==> src/rtl/tt_sweep_pkg.sv <==
// ----------------------------------------------------------------------------
// tt_sweep_pkg
// Shared definitions for the truth-table sweep checker:
//   ROWS / TT_W : number of input rows and width of the truth-table word
//   state_e     : sweep FSM states
//   TT_D4E4     : default golden truth table of the NOR/NOT gate under test
// ----------------------------------------------------------------------------
package tt_sweep_pkg;

    localparam int ROWS = 16;
    localparam int TT_W = 16;

    // Bit (15-r) holds the gate output for row r = {_0,_1,_2,_3}.
    localparam logic [TT_W-1:0] TT_D4E4 = 16'hD4E4;

    typedef enum logic [1:0] {
        ST_IDLE   = 2'd0,
        ST_SETTLE = 2'd1,
        ST_SAMPLE = 2'd2,
        ST_DONE   = 2'd3
    } state_e;

endpackage : tt_sweep_pkg

==> src/rtl/tt_sweep_checker_compare.sv <==
// ----------------------------------------------------------------------------
// tt_result_compare
// Combinational comparison of a captured truth table against the golden one.
//   tt         in  16  captured truth table (bit 15-r = row r)
//   mismatch   out 16  tt ^ EXPECTED_TT
//   pass       out 1   no mismatching row
//   first_fail out 4   lowest row index whose bit mismatches, 0 when pass
// ----------------------------------------------------------------------------
module tt_result_compare
    import tt_sweep_pkg::*;
#(
    parameter logic [TT_W-1:0] EXPECTED_TT = TT_D4E4
) (
    input  logic [TT_W-1:0] tt,
    output logic [TT_W-1:0] mismatch,
    output logic            pass,
    output logic [3:0]      first_fail
);

    logic [TT_W-1:0] diff_s;

    // Difference word and pass flag.
    always_comb begin
        diff_s   = tt ^ EXPECTED_TT;
        mismatch = diff_s;
        pass     = (diff_s == {TT_W{1'b0}});
    end

    // Priority encoder: scan from the highest row down so the lowest
    // mismatching row is the last (winning) assignment.
    always_comb begin
        first_fail = 4'd0;
        for (int r = ROWS - 1; r >= 0; r--) begin
            if (diff_s[TT_W-1-r]) begin
                first_fail = 4'(r);
            end else begin
                first_fail = first_fail;
            end
        end
    end

endmodule : tt_result_compare

==> config.mk <==
export PLATFORM = sky130hd
export DESIGN_NAME = tt_result_compare
export DESIGN_NICKNAME = d
export VERILOG_FILES = /design/src/rtl/tt_sweep_pkg.sv /design/src/rtl/tt_sweep_checker_compare.sv
export SDC_FILE = /design/constraint.sdc
export NUM_CORES = 1
export LEC_CHECK = 0
export ABC_AREA = 1
export CAP_MARGIN = 25
export CORE_AREA = 5 5 42 44
export DETAILED_ROUTE_END_ITERATION = 10
export DIE_AREA = 0 0 47 49
export PLACE_DENSITY = 0.8
export SLEW_MARGIN = 20
export SYNTH_ARGS = -nofsm -noshare
export SYNTH_HDL_FRONTEND = slang
export SYNTH_SLANG_ARGS = --single-unit
==> constraint.sdc <==
create_clock -name vclk -period 2.7
set_input_delay 0.54 -clock vclk [all_inputs]
set_output_delay 0.54 -clock vclk [all_outputs]
set_load 0.02 [all_outputs]
## Yosys cells after proc, flatten, opt, wreduce, memory -nomap -nowiden

Index checks and enable logic that the tools add are counted.

- Bitwise gates (word level): 1
- Multiplexer cells: 16
- Reductions and logical operators: 1

Operators with widths:

| cell | count |
|---|---|
| $mux W4 | 16 |
| $logic_not A16 Y1 | 1 |
| $not A8 Y8 | 1 |

- Input bits: 16
- Bits in registers: 0
- Output and inout bits: 21
- Word-level logic and storage cells: 18

## Logic depth before layout (Yosys ltp)

Gate-level depths: netlist of run 1.

- Depth in word-level cells: 16
- Mapped depth: 15
- Gate-level depth less buffers: 15

## Worst setup path after synthesis of run 1

No wires, ideal clock.

- Path kind: input-to-output
- From: input port tt[15]
- To: output port first_fail[3]
- Data arrival time: 1.436 ns
- Cell stages on the path: 4
- Required time: 2.160 ns
- Path buffers: 0
- Path slack: 0.724 ns
- Cell sequence: clkinv_1 nor3_1 nand2_1 a21oi_1

- Word-level cells in the longest chain between the ends: 2

RTL lines:

| element | RTL line | source |
|---|---|---|
| from (decl) | tt_sweep_checker_compare.sv:14 | `input logic [TT_W-1:0] tt,` |
| $not A8 Y8 (no source line) | -- |  |
| $mux W4 | tt_sweep_checker_compare.sv:34 | `if (diff_s[TT_W-1-r]) begin` |
| to (decl) | tt_sweep_checker_compare.sv:17 | `output logic [3:0] first_fail` |

Every way passes these cells.

## Worst setup path in the final report of run 1

- From: input port tt[10]
- To: output port pass

- Word-level cells in the longest chain between the ends: 2

RTL lines:

| element | RTL line | source |
|---|---|---|
| $not A8 Y8 (no source line) | -- |  |
| $logic_not A16 Y1 | tt_sweep_checker_compare.sv:26 | `pass = (diff_s == {TT_W{1'b0}});` |
| to (decl) | tt_sweep_checker_compare.sv:16 | `output logic pass,` |

Every way passes these cells.

==> results.ini, run 1 <==
[outcome]
status=finished clean

[sta]
relSlewSlack_pct=77.8
setup_viol=0
post-route-period-util_pct=95.3
period_needed_ps=2570
worst-slew-pin-transition_ps=330
finalHoldViolations=0
setup_tns_ps=0
max_freq_ghz=0.389
drv_slew=0
rsz0062_at_grt=false

[drt]
vias=476
wl_per_cell_um=9.70
drc=0
avgViaCountPerCell=4.10
dr.first_iter.drc_count=6
dr.pass1.iters=4
final_antenna_net_count=0
drt_wl_total_mm=1.13

[power_and_ir_drop]
peakVddDrop_mv=0.0551
power.density_mw_per_mm2=158
leakage_nw=0.368

[placed_design]
gp_congestion=0.723
placed_cell_area_um2=718
hpwl_mm=1.08
dp_cells=116
port_buffers=37

[floorplan]
ios=37
fp.coreArea_mm2=0.00140
rows=14
dieArea_mm2=0.00230
start_util_pct=19.6
die_h_um=49
die_w_um=47

[logic_synthesis]
synth.area.top_cells=nand2_1 (23%), buf_4 (22%), inv_1 (20%)
yosysWarnings=0
postSynthAreaPerCell_um2=4.92
synth_top_area_cell=nand2_1
synthesis.area_um2=275
yosysUniqueCellTypes=14
synth_top_cell_area_share_pct=23.2
syn_nets=72
yosysSeqAreaShare_pct=0
synthCells=56

[worst_setup_path]
cp.arrival_ps=2030
cp.required_ps=2160
critPathKind=in -> out
start_kind=input pin
crit_path_max_fanout=2
endpoint_kind=primary output

[global_route]
grt_max_degree=4
grt_usage_pct=9.12
grt_pass1_wl_mm=1.68
antenna_found_initial=0
grt.overflow.total=0
grt_pass1_vias=428

[hold_path]
hp-class=in -> out

[finish]
fin_area_um2=709
nets=118
syn_to_final_growth_pct=158
drive_above_1_share_pct=18.0
seq_cells=0
fin_cells=116
seqCellArea_um2=0
clock_buffer_count=0
antenna_cells=0

[clock_network]
postCtsHoldBufs=0

[flow_run]
maxCapViolCount=0

==> worst max-delay path: stages <==
cell             delay (ps)
clkdlybuf4s50_1         470
inv_1                    50
nor4_1                  290
buf_4                   170
nand2_1                  60
nor2_1                  100
dlygate4sd2_1           340
==> what timing repair did <==
item	4_1_cts	5_1_grt
cloned	0	0
pin swaps	0	0
buffers inserted	0	0
endpoints found under the setup margin	5	2
gates resized for setup	5	3
==> power by group <==
part | total [W] | switching [W] | internal, W | leakage, nW
Combinational | 0.000112 | 0.0000491 | 0.0000633 | 0.368
Sequential | 0 | 0 | 0 | 0
Clock | 0 | 0 | 0 | 0
==> cell families (layout without fill, tap and decap cells) <==
group / Yosys count / after routing / share of synthesized area [%]
compound gates: 4 / 4 / 10.0
buf+inv: 24 / 68 / 43.6
simple gates: 28 / 28 / 46.4
==> metrics by stage <==
stage / setup WS, ps / hold WS (ps) / utilization [%] / total power [W]
6_report: 127 / 1820 / 50.6 / 0.000112
5_1_grt: 3.97 / 1850 / 50.6 / 0.000121
3_3_place_gp: -212 / 2040 / 51.2 / 0.000113
4_1_cts: 17.3 / 2000 / 50.8 / 0.000114
2_1_floorplan: 724 / 1160 / - / 0.0000477
3_5_place_dp: -253 / 2050 / 51.2 / 0.000116
==> routing by layer <==
layer  vias to the layer above  track usage, %  wire length [um]
met3                         2            1.48               116
li1                        252               -                 -
met1                       202            9.78               365
met5                         -               0                 0
met4                         0           0.922                14
met2                        20            17.9               627
==> synthesized netlist by cell type (all sizes together) <==
master	instances
clkinv	1
nand3	4
or2	1
nand2	17
a21boi	1
buf	8
nor4	2
inv	15
nor2	1
nor3	3
a31oi	1
a21oi	2
==> cell usage in the layout, fill, tap and decap left out <==
cell type / instances
a21boi_1: 1
a21oi_1: 1
a21oi_2: 1
a31oi_1: 1
buf_4: 15
clkbuf_2: 1
clkdlybuf4s15_1: 1
clkdlybuf4s50_1: 32
clkinv_1: 1
dlygate4sd2_1: 3
inv_1: 15
nand2_1: 17
nand3_1: 4
nor2_1: 1
nor3_1: 3
nor4_1: 1
nor4_2: 1
or2_1: 1
==> worst paths after layout <==
| check | startpoint | endpoint | slack [ps] | depth (start not counted) |
|---|---|---|---|---|
| worst max-delay path | tt[10] | pass | 130 | 7 |
| worst min-delay path | tt[15] | first_fail[0] | 1820 | 5 |
==> final cells by class <==
cell class | count | area (um^2)
Inverter | 16 | 60.1
Timing Repair Buffer | 52 | 474
Tap cell | 16 | 20.0
Fill cell | 159 | 692
Multi-Input combinational cell | 32 | 155
No activity file was read; power rests on OpenSTA's default activity.
==> run 2: changes to the inputs <==
Settings changed: CORE_AREA 5 5 42 44 to 4 4 41 43, DIE_AREA 0 0 47 49 to 0 0 45 47, GPL_ROUTABILITY_DRIVEN from default to 0, SLEW_MARGIN 20 to 25.
==> run 2 against run 1 <==
Combinational power about the same. Sequential cell count unchanged. Core utilization up 3.6 points. Hold slack worse by 5.0 ps. Clock-buffer cell count unchanged. First-iteration DRC count down 50%. Cell count down 1.7%. Final area down 0.53%. Worst setup slack better by 12 ps. Power down 0.88%. Critical endpoint is now first_fail[1].
==> results.ini, run 2 (synthesized netlist as in run 1, its figures left out) <==
[drt]
drc=0  ; unchanged
vias=472  ; was 476
dr.first_iter.drc_count=3  ; was 6
dr.pass1.iters=2  ; was 4
wl_per_cell_um=9.12  ; was 9.70 um
drt_wl_total_mm=1.04  ; was 1.13 mm
final_antenna_net_count=0  ; unchanged
avgViaCountPerCell=4.14  ; was 4.10

[placed_design]
place_ws_ps=-243  ; was -253 ps
port_buffers=37  ; unchanged
hpwl_um=967  ; was 1.08 mm
placed_cell_area_um2=709  ; was 718 um^2

[finish]
fin_area_um2=706  ; was 709 um^2
clock_buffer_count=0  ; unchanged
syn_to_final_growth_pct=156  ; was 158%
final_common_cell=clkdlybuf4s50_1  ; unchanged
seq_cells=0  ; unchanged
final_cell_mix=clkdlybuf4s50_1 (32), nand2_1 (17), inv_1 (15), buf_4 (14), nand3_1 (4)  ; was clkdlybuf4s50_1 (32), nand2_1 (17), inv_1 (15), buf_4 (15), nand3_1 (4)
antenna_cells=0  ; unchanged
nets=117  ; was 118
seqCellArea_um2=0  ; unchanged
final_util_pct=54.2  ; was 50.6%
multiInputGateArea_um2=160  ; was 155 um^2
drive_above_1_share_pct=18.2  ; was 18.0%
fillers=145  ; was 159

[sta]
finalHoldViolations=0  ; unchanged
setup_slack_ps=139  ; was 127 ps
rsz0062_at_grt=false  ; unchanged
worst-slew-pin-transition_ps=339  ; was 330 ps
setup_viol=0  ; unchanged
post-route-period-util_pct=94.8  ; was 95.3%
drv_slew=0  ; unchanged
relSlewSlack_pct=77.2  ; was 77.8%
max_freq_ghz=0.391  ; was 0.389 GHz
period_needed_ps=2560  ; was 2570 ps

[clock_network]
post_cts_buffers=0  ; unchanged

[floorplan]
rows=13  ; was 14
dieArea_mm2=0.00212  ; was 0.00230 mm^2
ios=37  ; unchanged
die_h_um=47  ; was 49 um
fp.coreArea_mm2=0.00130  ; was 0.00140 mm^2
start_util_pct=21.2  ; was 19.6%
die_w_um=45  ; was 47 um

[worst_setup_path]
critPathKind=in -> out  ; unchanged
cp.required_ps=2160  ; about the same
start_kind=input pin  ; unchanged
crit_path_max_fanout=3  ; was 2
cp_slowest_stage_delay_ps=490  ; was 470 ps
path_cells=clkdlybuf4s50_1 -> or2_1 -> nand3_1 -> nand3_1 -> nand3_1 -> nand3_1 -> a31oi_1 -> nor3_1 -> clkdlybuf4s15_1  ; was clkdlybuf4s50_1 -> inv_1 -> nor4_1 -> buf_4 -> nand2_1 -> nor2_1 -> dlygate4sd2_1
crit_family=buffers and inverters  ; unchanged
cpMostUsedCell=nand3_1
cp.arrival_ps=2020  ; was 2030 ps
worst-path-buf-inv=2  ; was 4
cp_slowest_cell=clkdlybuf4s50_1  ; unchanged
endpoint_kind=primary output  ; unchanged

[outcome]
status=finished clean  ; unchanged

[global_route]
antenna_found_initial=0  ; unchanged
grt_max_degree=4  ; unchanged
grt_pass1_wl_mm=1.50  ; was 1.68 mm
grt_pass1_vias=396  ; was 428
grt_usage_pct=8.97  ; was 9.12%
grt.overflow.total=0  ; unchanged

[flow_run]
maxCapViolCount=0  ; unchanged

[power_and_ir_drop]
power.density_mw_per_mm2=158  ; about the same
peakVddDrop_mv=0.0740  ; was 0.0551 mV
leakage_nw=0.365  ; was 0.368 nW

[hold_path]
hp-class=in -> out  ; unchanged

-- run 2: power breakdown --
| group | switching, W | internal [W] |
|---|---|---|
| clock network | 0 | 0 |
| logic | 0.0000487 | 0.0000627 |
| registers | 0 | 0 |
| total | 0.0000487 | 0.0000627 |
-- run 2: what timing repair did --
item,in CTS,in global routing
hold buffers,0,0
setup endpoints to repair,5,2
gates resized for setup,6,3
-- run 2: path summary, 6_finish.rpt --
kind              startpoint             to  cells past startpoint
setup / recovery       tt[1]  first_fail[1]                      9
hold / removal        tt[15]  first_fail[0]                      5
-- run 2: metal layers --
| metal | wire [um] | track usage [%] | part of all wire (%) |
|---|---|---|---|
| met5 | 0 | 0 | 0 |
| met4 | 0 | 0 | 0 |
| met3 | 83 | 0.383 | 8.0 |
| met2 | 583 | 19.8 | 56 |
| met1 | 372 | 9.66 | 36 |
-- run 2: layout make-up --
cell class	count	share of cell area (%)
repair buffers	51	66.1
multi-input cells	32	22.7
inverters	16	8.51
well taps	15	2.66
-- run 2: worst min-delay path, stage by stage --
cell             delay (ps)
clkdlybuf4s50_1         400
clkinv_1                 60
buf_4                   110
a21oi_2                  30
clkbuf_2                140
-- run 2: through the flow --
stage	total power (W)	std cells	hold slack (ps)	setup TNS, ps
6_report	0.000111	114	1820	0
4_1_cts	0.000113	114	1990	0
3_5_place_dp	0.000114	114	2040	-799
3_3_place_gp	0.000112	114	2040	-734
2_1_floorplan	0.0000477	56	1160	0
5_1_grt	0.000120	114	1870	0
